### src/rtl/snake_pkg.sv
// Shared screen geometry, pixel format and block-reader state encoding.
package snake_pkg;

  localparam int SCREEN_W = 160;
  localparam int SCREEN_H = 120;
  localparam int BLOCK    = 10;
  localparam int COL_W    = 4;

  // Framebuffer value treated as "empty" when searching a block.
  localparam int BLACK    = 0;

  typedef enum logic [1:0] {
    ST_IDLE   = 2'd0,
    ST_SCAN   = 2'd1,
    ST_DRAIN  = 2'd2,
    ST_REPORT = 2'd3
  } state_e;

endpackage

### src/rtl/block_reader.sv
// Scans a BLOCKxBLOCK framebuffer window column-major and reports the first non-black pixel.
// done pulses BLOCK*BLOCK+2 cycles after start is accepted; no backpressure, start is dropped while busy.
module block_reader #(
  parameter int BLOCK    = snake_pkg::BLOCK,
  parameter int SCREEN_W = snake_pkg::SCREEN_W,
  parameter int SCREEN_H = snake_pkg::SCREEN_H,
  parameter int COL_W    = snake_pkg::COL_W
) (
  input  logic             clk,
  input  logic             rst,
  input  logic             start,
  input  logic [7:0]       x_in,
  input  logic [6:0]       y_in,
  output logic             rd_en,
  output logic [7:0]       rd_x,
  output logic [6:0]       rd_y,
  input  logic [COL_W-1:0] rd_data,
  output logic             busy,
  output logic             done,
  output logic             hit,
  output logic [COL_W-1:0] hit_colour
);
  import snake_pkg::*;

  localparam int               CNT_W   = (BLOCK > 1) ? $clog2(BLOCK) : 1;
  localparam logic [CNT_W-1:0] CNT_MAX = CNT_W'(BLOCK - 1);

  state_e           state_q, state_d;
  logic [CNT_W-1:0] col_q, col_d;
  logic [CNT_W-1:0] row_q, row_d;
  logic [7:0]       x_base_q, x_base_d;
  logic [6:0]       y_base_q, y_base_d;
  logic             rd_en_q, rd_en_d;
  logic [7:0]       rd_x_q, rd_x_d;
  logic [6:0]       rd_y_q, rd_y_d;
  logic             last_q, last_d;
  logic             vld_q;
  logic             hit_q, hit_d;
  logic [COL_W-1:0] colour_q, colour_d;

  logic [8:0]       sum_x;
  logic [7:0]       sum_y;
  logic             in_screen;
  logic             issue;

  // One bit of headroom so a window hanging off the right/bottom edge clips instead of wrapping.
  always_comb begin
    sum_x     = {1'b0, x_base_q} + 9'(col_q);
    sum_y     = {1'b0, y_base_q} + 8'(row_q);
    in_screen = (int'(sum_x) < SCREEN_W) && (int'(sum_y) < SCREEN_H);
  end

  always_comb begin
    state_d  = state_q;
    col_d    = col_q;
    row_d    = row_q;
    x_base_d = x_base_q;
    y_base_d = y_base_q;
    rd_en_d  = 1'b0;
    rd_x_d   = rd_x_q;
    rd_y_d   = rd_y_q;
    last_d   = 1'b0;
    hit_d    = hit_q;
    colour_d = colour_q;
    issue    = 1'b0;

    if (vld_q && (rd_data != COL_W'(BLACK)) && !hit_q) begin
      hit_d    = 1'b1;
      colour_d = rd_data;
    end

    case (state_q)
      ST_IDLE: begin
        if (start) begin
          state_d  = ST_SCAN;
          x_base_d = x_in;
          y_base_d = y_in;
          col_d    = '0;
          row_d    = '0;
          hit_d    = 1'b0;
          colour_d = '0;
        end
      end
      ST_SCAN: begin
        // last_q marks that the final read is on the bus this cycle; stop issuing.
        if (last_q) begin
          state_d = ST_DRAIN;
        end else begin
          issue  = 1'b1;
          last_d = (col_q == CNT_MAX) && (row_q == CNT_MAX);
          if (row_q == CNT_MAX) begin
            row_d = '0;
            col_d = (col_q == CNT_MAX) ? '0 : col_q + 1'b1;
          end else begin
            row_d = row_q + 1'b1;
          end
        end
      end
      ST_DRAIN:  state_d = ST_REPORT;
      ST_REPORT: state_d = ST_IDLE;
      default:   state_d = ST_IDLE;
    endcase

    if (issue && in_screen) begin
      rd_en_d = 1'b1;
      rd_x_d  = sum_x[7:0];
      rd_y_d  = sum_y[6:0];
    end
  end

  always_ff @(posedge clk) begin
    if (rst) begin
      state_q  <= ST_IDLE;
      col_q    <= '0;
      row_q    <= '0;
      x_base_q <= '0;
      y_base_q <= '0;
      rd_en_q  <= 1'b0;
      rd_x_q   <= '0;
      rd_y_q   <= '0;
      last_q   <= 1'b0;
      vld_q    <= 1'b0;
      hit_q    <= 1'b0;
      colour_q <= '0;
    end else begin
      state_q  <= state_d;
      col_q    <= col_d;
      row_q    <= row_d;
      x_base_q <= x_base_d;
      y_base_q <= y_base_d;
      rd_en_q  <= rd_en_d;
      rd_x_q   <= rd_x_d;
      rd_y_q   <= rd_y_d;
      last_q   <= last_d;
      vld_q    <= rd_en_q;
      hit_q    <= hit_d;
      colour_q <= colour_d;
    end
  end

  assign rd_en      = rd_en_q;
  assign rd_x       = rd_x_q;
  assign rd_y       = rd_y_q;
  assign busy       = (state_q != ST_IDLE);
  assign done       = (state_q == ST_REPORT);
  assign hit        = hit_q;
  assign hit_colour = colour_q;

endmodule

### config.mk
export PLATFORM = sky130hd
export DESIGN_NAME = block_reader
export DESIGN_NICKNAME = d
export VERILOG_FILES = /design/src/rtl/snake_pkg.sv /design/src/rtl/block_reader.sv
export SDC_FILE = /design/constraint.sdc
export NUM_CORES = 1
export LEC_CHECK = 0
export BUFFER_PORTS_ARGS = -buffer_cell sky130_fd_sc_hd__buf_2
export CELL_PAD_IN_SITES_DETAIL_PLACEMENT = 0
export CELL_PAD_IN_SITES_GLOBAL_PLACEMENT = 2
export CORE_MARGIN = 8
export CORE_UTILIZATION = 35
export DETAILED_ROUTE_END_ITERATION = 12
export PLACE_DENSITY = 0.88
export SKIP_LAST_GASP = 1
export SLEW_MARGIN = 10
export SYNTH_ARGS = -nofsm -noshare
export SYNTH_HDL_FRONTEND = slang
export SYNTH_SLANG_ARGS = --single-unit
### constraint.sdc
create_clock -name clk -period 7.5 [get_ports clk]
set_input_delay 1.125 -clock clk [delete_from_list [all_inputs] [get_ports clk]]
set_output_delay 1.125 -clock clk [all_outputs]
set_load 0.005 [all_outputs]
======== Word-level counts from Yosys, hierarchy flattened ========
Cells that the tools add are included.
Widths: inputs -> output; s select.
word-level totals
  output and inout port bits .............. 23
  register bits after elaboration ......... 48
cells by class
  reduce and logical (&&, ||, !) cells .... 15
  order comparisons ....................... 2
  mux-type cells .......................... 20
  bitwise logic cells ..................... 1
  equal/unequal tests ..................... 9
  add/subtract/negate cells ............... 4
operators by type and width
  cell                 number
  $mux 4               9
  $pmux 4 s2           2
  $add 8x4->9          1
  $lt 9x8->1 const B   1
  $add 4x1->4 const B  2
  $add 7x4->8          1
  $eq 4x4->1 const B   2
  $lt 8x7->1 const B   1
  $ne 2x2->1 const B   4
  $pmux 2 s4           1
  $mux 1               6
  $logic_and 1x1->1    5
  $eq 2x2->1 const B   2
  $mux 2               2
  $reduce_and 2->1     2
  $reduce_and 4->1     1
  $reduce_bool 2->1    2
  $reduce_bool 4->1    1
  $reduce_and 3->1     1
  $reduce_or 3->1      1
  $eq 2x1->1 const B   1
  $logic_not 2->1      1
  $logic_not 1->1      1
  $not 1->1            1

======== Longest topological paths before layout ========
Gate-level depths: netlist (run 1).
  depth in word-level cells ............... 6
  gate-level depth with buffers ........... 10
  gate-level depth less buffers ........... 9

======== Worst setup path before layout (run 1) ========
OpenSTA, ideal clock, no wires.
  kind .................................... register to register
  from .................................... register row_q[0]
  to ...................................... register rd_y_q[4], in the netlist rd_y[4]
  data required time ...................... 7384 ps
  setup slack ............................. 5080 ps
  stages on the path, launching flop included .. 10
  arrival time ............................ 2305 ps
  cell sequence ........................... dfxtp_1 ha_1 fa_1 a21o_1 a21oi_1 xor2_1 o311ai_1 clkbuf_1 nor4_1 a31o_1
between the ends
  word-level cells in the longest chain between the ends .. 4
ends and longest elaborated chain
  what                    line                 text
  from (decl)             block_reader.sv:30   logic [CNT_W-1:0] row_q, row_d;
  from (signal assigned)  block_reader.sv:128  row_q <= row_d;
  $add 7x4->8 *           block_reader.sv:49   sum_y = {1'b0, y_base_q} + 8'(row_q);
  $lt 8x7->1              block_reader.sv:50   in_screen = (int'(sum_x) < SCREEN_W) && (int'(sum_y) < SCREEN_H);
  $logic_and 1x1->1       block_reader.sv:50
  $logic_and 1x1->1       block_reader.sv:104  if (issue && in_screen) begin
  to (signal assigned)    block_reader.sv:133  rd_y_q <= rd_y_d;
  to (decl)               block_reader.sv:35   logic [6:0] rd_y_q, rd_y_d;
Every way passes the cells marked *; elsewhere a longest branch is shown, timed or not.
A chain may end at the register's enable or synchronous reset.

======== Final worst setup path (run 1) ========
  from .................................... register col_q[0]
  to ...................................... register rd_x_q[1], in the netlist rd_x[1]
between the ends
  word-level cells in the longest chain between the ends .. 4
ends and longest elaborated chain
  what                    line                 text
  from (decl)             block_reader.sv:29   logic [CNT_W-1:0] col_q, col_d;
  from (signal assigned)  block_reader.sv:127  col_q <= col_d;
  $add 8x4->9 *           block_reader.sv:48   sum_x = {1'b0, x_base_q} + 9'(col_q);
  $lt 9x8->1              block_reader.sv:50
  $logic_and 1x1->1       block_reader.sv:50
  $logic_and 1x1->1       block_reader.sv:104
  to (signal assigned)    block_reader.sv:132  rd_x_q <= rd_x_d;
  to (decl)               block_reader.sv:34   logic [7:0] rd_x_q, rd_x_d;
Marked as above.

==> summary.md, run 1 <==
Global routing consumed, on the met3 layer, 2.678% of the routing resources. The number of hold violations in the final report was 0; the total die area was 9796 um2. First-pass iteration count of the detailed router: 4. 45 I/O pins were placed.

Most frequent standard cell in the layout excluding fill and tap cells: dfxtp_1. The final route contains 1970 vias. The area share of the leading cell type in the synthesized netlist was 39.88%; the final setup violation count was 0. By area the synthesized netlist is led by dfxtp_1 (40%), ha_1 (8.3%), a21oi_1 (7.1%). The total routing resource utilization after global routing was 11.54%; the internal power summed over all cells was 498.0 uW. After floorplanning, the core was divided into 30 placement rows. The worst-case hold slack is 0.4621 ns. Most used flip-flop cell after synthesis: dfxtp_1. The register-to-register setup slack was 4.63 ns; the transition at the pin with the smallest max-transition slack was 0.7257 ns. Setup repair after global routing left no endpoint under its margin. Yosys printed 0 warnings. In this run the clock root is driven by a clkbuf_8. The global routing usage on met1 came out at 14.11%. The peak supply drop is 0.00008837 V. On the critical path, the stage with the largest delay is an instance of a311oi_2.

The horizontal die dimension came out at 98.98 um. The run finished with clean final reports. The register share of total power was 42.2%; the count of input and output buffers was 44. STA puts the critical path data arrival time at 3.08 ns.

The share of flip-flops with an asynchronous set or reset after synthesis was 0%; the clock latency on the worst-skew pair was 0.29 ns. The final critical path takes up 38.30% of the cycle. The worst setup path is captured at a flip-flop. Counting flops and latches in the post-synthesis netlist gives 48.

The delay contributed by the slowest stage of the critical path works out to 0.68 ns. The number of max-slew violations in the final report came out at 0. The path class of the tightest hold or removal check is reg2reg. After global routing, the most crowded layer is met2. Across the run, the number of max-cap violations was 0. The filler cell count is 695, and the mean routed wirelength per cell is 13.97 um. The tools report the count of antenna-violating nets left after detailed routing as 0. In the final layout, flip-flops and latches occupy 960.9 um2. The logs give 277 for the number of cells produced by synthesis and 4.295 ns for the setup slack at placement. The clock net in this run drives a total of 48 sinks. For the total half-perimeter wirelength after legalization and detailed placement, the log shows 4181 um. The data required time at the worst endpoint was 7.71 ns. After synthesis, the netlist uses 51 different library cells.

The logs give 0.001134 uW for the leakage power summed over all cells and 357 for the number of nets in the layout. For this design, the CTS-stage hold fixing added 0 buffers. The count of instances resized after the clock tree is built came out at 0. The area growth from synthesis to layout is 13.86%. The summed instance area of the synthesized netlist is 2410 um2, and the combinational power share is 40.1%. In the final timing run, aggregate negative setup slack is 0 ns. The post-detailed-route via-to-cell ratio is 4.962, and the switching share of power is 39.44%.

The logs give 0 for the overflow left after global routing and 51.62% for the max-slew headroom at the worst pin. The H-tree was split into 2 levels. The wire length of the first global-routing pass is 9170 um, and the height of the chip is 98.98 um. The family of cells with the greatest summed delay on the critical path is compound AO/OA/AOI/OAI gates. In the layout the commonest cells are dfxtp_1 (48), buf_2 (44), nand2_1 (43).

The repair_antennas step left the layout with diodes totalling 0. Summed over all instances, the cell type with the most area after synthesis is dfxtp_1. The post-CTS setup repair buffer count was 0; the largest driver fanout on the critical path was 12.

In this run the mean area of a mapped cell was 8.700 um2. The logs give 38 for the maximum number of pins on one net before global-route repair and 348.1 MHz for the highest achievable clock rate. After clock tree synthesis, the clock-pin slew on the worst setup and hold paths is 0.08 ns. The run gives 390 as the number of placed instances, taps included. For the CTS buffer count, the log shows 5. Routability-driven placement finished with a final weighted congestion of 0.8102. For this run, the number of standard cells in the final layout without fillers is 397. For this block, the routed nets add up to 5547 um of wire.

In this run the power spent charging and discharging nets is 324.3 uW. The tools report the initial standard-cell utilization of the core as 35.87%. Type of the worst setup path: reg2reg.

After the first detailed-routing iteration, the DRC count stood at 67. The critical path goes through ha_1 -> inv_1 -> fa_1 -> nand2b_1 -> a21oi_2 -> xnor2_1 -> a311oi_2 -> nor2_1 -> a211oi_1. The tools report the core footprint as 6719 um2. Subtracting the final worst setup slack from the clock period gives 2.873 ns. The worst path buffer plus inverter count was 1; the clock skew was 0.003443 ns. The category of the worst setup path launch point was a flip-flop.

In this run the deepest clock path goes through 2 buffers. For the met2 demand-to-capacity share in global routing, the log shows 19.02%. Synthesis produced a netlist with a net count of 317. The via count of the first global-routing pass was 1900. DRC violation count after routing: 0.

TritonCTS built the clock tree. Dividing total power by cell area gives a power density of 299.7 nW/um2. Across all setup checks in the final design, the least slack found is 4.627 ns.

After synthesis, flip-flops and latches occupy 39.88% of the total area. Counting flops with a built-in enable in the synthesized netlist gives 0. Initial antenna violation count: 0. Summing all multi-input logic gate instances after layout gives 1344 um2. The post-route netlist has 19.56% of its cells at a drive strength greater than 1. The share of total power dissipated in the clock network is 17.8%.
## per-stage QoR
| step | power (uW) | utilization (%) | instance area (um2) |
|---|---|---|---|
| floorplan | 592.0 | - | 2410 |
| global placement | 683.2 | 39.48 | 2653 |
| detailed placement | 684.0 | 39.48 | 2653 |
| CTS | 832.6 | 40.63 | 2730 |
| global route | 892.5 | 40.84 | 2744 |
| finish | 822.4 | 40.84 | 2744 |
## state kept, by name (all words and copies together), names as in the netlist, 2 cells and up
signal and flops:
rd_x 8, x_base_q 8, rd_y 7, y_base_q 7, col_q 4, hit_colour 4, row_q 4, state_q 2
## Yosys cell counts, drive strengths merged (6+ instances only)
cell / number
clkbuf: 8
a21oi: 36
nand2: 43
dfxtp: 48
o21ai: 11
xnor2: 7
a211oi: 8
nand3: 6
nor2: 23
ha: 16
xor2: 8
inv: 11
## power by group through the flow
stage | clock network [uW] | registers [uW] | logic (uW)
after floorplan | 0 | 346 | 246
after global placement | 0 | 352 | 331
after detailed placement | 0 | 353 | 331
after CTS | 153 | 347 | 332
after global routing | 160 | 355 | 378
final | 146 | 347 | 329
## worst register-to-register path: cells and delay by family, from the launching register on
kind                       cells  cell delay, ns
AOI/OAI and AO/OA              3            1.19
adders and majority gates      2            0.60
DFF                            1            0.42
and+or+nand+nor                2            0.38
xor gates and xnor gates       1            0.13
buffers and inverters          1            0.06
## cells by family (layout without fill, tap and decap cells)
family | count (synthesis) | count (layout) | share of synthesized area, %
xor gates and xnor gates | 15 | 15 | 5.452
AOI/OAI and AO/OA | 70 | 70 | 17.97
buffers and inverters | 22 | 62 | 4.932
and+or+nand+nor | 99 | 99 | 19.52
muxes | 5 | 5 | 2.284
adders and majority gates | 18 | 18 | 9.969
DFF | 48 | 48 | 39.88
## final timing paths
path / startpoint / endpoint / cells after the start
setup / recovery: col_q[0]$_SDFFE_PP0P_ / rd_x[1]$_SDFFE_PP0P_ / 9
hold / removal: rd_en$_SDFF_PP0_ / vld_q$_SDFF_PP0_ / 1
setup reg to reg: col_q[0]$_SDFFE_PP0P_ / rd_x[1]$_SDFFE_PP0P_ / 9
hold reg to reg: rd_en$_SDFF_PP0_ / vld_q$_SDFF_PP0_ / 1
## metal layers
layer | wire [um] | vias up
met3 | 188 | 6
met1 | 2708 | 891
li1 | - | 1043
met2 | 2574 | 30
met5 | 0 | -
met4 | 76 | 0
## area by class of cell
| type | instances | share of cell area [%] |
|---|---|---|
| clock buffers | 6 | 2.645 |
| repair buffers | 44 | 8.026 |
| flip-flops and latches | 48 | 35.02 |
| multi-input cells | 207 | 48.97 |
| inverters | 11 | 1.505 |
| clock inverters | 1 | 0.1824 |
| well taps | 80 | 3.648 |
(Power assumes the default switching activity.)
==> inputs of run 2 (changes only) <==
--- a/config.mk
+++ b/config.mk
@@ -9,9 +9,9 @@
 export CELL_PAD_IN_SITES_DETAIL_PLACEMENT = 0
 export CELL_PAD_IN_SITES_GLOBAL_PLACEMENT = 2
 export CORE_MARGIN = 8
-export CORE_UTILIZATION = 35
+export CORE_UTILIZATION = 30
 export DETAILED_ROUTE_END_ITERATION = 12
-export PLACE_DENSITY = 0.88
+export PLACE_DENSITY = 0.81
 export SKIP_LAST_GASP = 1
 export SLEW_MARGIN = 10
 export SYNTH_ARGS = -nofsm -noshare
==> constraint.sdc (replaced) <==
create_clock -name clk -period 2.5 [get_ports clk]
set_input_delay 0.375 -clock clk [delete_from_list [all_inputs] [get_ports clk]]
set_output_delay 0.375 -clock clk [all_outputs]
set_load 0.005 [all_outputs]
==> summary.md, run 2 (same netlist as run 1, synthesis figures left out) <==
For the DRC violation count after routing, the log shows 0. Summed over all nets, the half-perimeter wirelength after detailed placement is 4563 um. STA classifies the critical path endpoint as a flip-flop. The path class of the tightest hold or removal check is in2reg. The type of the worst setup path is reg2reg. Cell row count: 32. The run gives 5903 um as the wire length after detailed routing. Mean routed wirelength per cell: 13.63 um. For the filler cell count, the log shows 852.

Count of antenna-violating nets left after detailed routing: 0. CTS saw 48 sinks. The most frequent standard cell in the layout excluding fill and tap cells was dfxtp_1. Entering global routing, the biggest net connects 22 pins. The overflow left after global routing is 0, and the area growth from synthesis to final layout is 21.60%. 0 antenna diodes ended up in the layout.

The largest driver fanout on the critical path works out to 11. The clock skew was 0.007457 ns. In this run, the number of DRC markers left after iteration 0 of detailed routing was 44. The run gives 962.2 um2 as the combined flip-flop and latch cell area.

Setup repair after global routing could not meet its margin everywhere. The data required time at the worst endpoint came out at 2.74 ns. Clock tree buffer depth: 2.

The initial antenna violation count is 0, and the first-pass iteration count of the detailed router is 4. The tools report the number of cells in the finished layout apart from fillers as 433. The number of hold buffers added after CTS was 0. The critical path goes through ha_1 -> fa_2 -> a21o_1 -> a21oi_4 -> xor2_2 -> o311ai_2 -> buf_4 -> or3_1 -> a21oi_1. Summing all multi-input logic gate instances after layout gives 1390 um2. Counting instances, the worst hold path has a depth of 3. The clock root buffer master is clkbuf_8. The run gives 31.02% as the initial standard-cell utilization of the core. Port buffering added 44 buffers.

The power per cell area is 892.9 nW/um2, and the highest achievable clock rate is 423.3 MHz. The clock reaches the later pin of the worst-skew pair after 0.30 ns. The CTS buffer count is 5, and the via count of the first global-routing pass is 2070. The logs give 2049 for the total via count in the routed design and 0 for the number of max-slew violations in the final report. The worst pin sits at a relative slew slack of 60.30%. In the final layout, the share of cells above drive strength 1 is 25.08%. In the finished design, the share of the clock period the worst path needs comes to 94.49%. The tool flagged a number of max-cap violations equal to 0. The clock period minus final worst setup slack works out to 2.362 ns. The worst reg-to-reg path cell count came out at 9. In this run the horizontal extent of the chip is 105.6 um.

IR analysis of the VDD net gives a maximum drop of 0.0002541 V. The number of placed instances, taps included came out at 422. The worst setup path is launched from a flip-flop. The analysis attributes to cell leakage a power of 0.001205 uW. For the pin with the worst max-slew slack, the measured transition is 0.5954 ns.

The post-detailed-route via-to-cell ratio came out at 4.732. TritonCTS built the clock tree. The run gives 10.85% as the total routing resource utilization after global routing. The tools report the number of nets in the layout as 370. For the worst setup path, the data arrival time is 2.60 ns.

The first global-routing pass estimated 10010 um of wire. In the layout the commonest cells are dfxtp_1 (47), buf_2 (45), nand2_1 (43). The run finished with clean final reports. The largest individual stage delay along the critical path comes from the cell fa_2. The logs give 2616 uW for the power after layout and 0.7659 for the global placement routability congestion. The final setup violation count was 0. The die covers 11160 um2.

Total number of H-tree levels: 2. During I/O placement, the number of pins put on the boundary was 45. The height of the chip came out at 105.6 um. Clock-pin slew was measured on the worst setup and hold paths at 0.09 ns.

In this run the standard cell core region covers 7767 um2. The number of hold violations in the final report came out at 0. Delay contributed by the slowest stage of the critical path: 0.36 ns.
==> run 2: power breakdown <==
group | switching (uW) | internal (uW) | leakage, uW
clock network | 263 | 225 | 0.0000445
logic | 630 | 466 | 0.000769
registers | 120 | 913 | 0.000392
==> run 2: final cells by class <==
cell class	instances	share of cell area [%]
Inverter	11	1.409
Timing Repair Buffer	57	10.76
Multi-Input combinational cell	207	47.44
Sequential cell	48	32.84
Clock inverter	1	0.2562
Tap cell	102	4.355
Clock buffer	7	2.946
==> run 2: final timing paths <==
kind	startpoint	endpoint	slack [ns]
worst max-delay path	row_q[0]$_SDFFE_PP0P_	rd_y[3]$_SDFFE_PP0P_	0.14
worst min-delay path	x_in[0]	x_base_q[0]$_SDFFE_PP0P_	0.30
worst max register to register	row_q[0]$_SDFFE_PP0P_	rd_y[3]$_SDFFE_PP0P_	0.14
worst min register to register	x_base_q[3]$_SDFFE_PP0P_	x_base_q[3]$_SDFFE_PP0P_	0.46
==> run 2: through the flow <==
stage	area (um2)	TNS [ns]	hold WS, ns	worst slack [ns]	utilization, %
after CTS	2853	0	0.2914	0.03000	36.73
after floorplan	2410	0	0.4374	0.07972	-
final	2930	0	0.3003	0.1377	37.73
after global placement	2755	0	0.4492	0.06483	35.47
after detailed placement	2755	0	0.4560	0.009906	35.47
after global routing	2930	-0.03788	0.2999	-0.01649	37.73
==> run 2: per-layer routing <==
metal | up-vias | routed length [um] | GRT usage [%]
li1 | 1066 | - | -
met1 | 941 | 2897 | 13.59
met2 | 37 | 2666 | 17.67
met3 | 5 | 251 | 2.680
met4 | 0 | 87 | 3.920
met5 | - | 0 | 0
==> run 2: worst max-delay path: cells and delay by family, from the launching register on <==
kind                     cells  cell delay [ns]
AO/OA/AOI/OAI                4             0.63
adder cells (fa/ha/maj)      2             0.59
AND/OR/NAND/NOR              1             0.34
flip-flops                   1             0.32
XOR/XNOR                     1             0.21
buffers and inverters        1             0.20
==> run 2: what timing repair did <==
action / in CTS / in global routing
cloned: 0 / 1
setup buffers: 0 / 2
gates resized for setup: 1 / 11
pin swaps: 1 / 5
setup endpoints to repair: 1 / 16
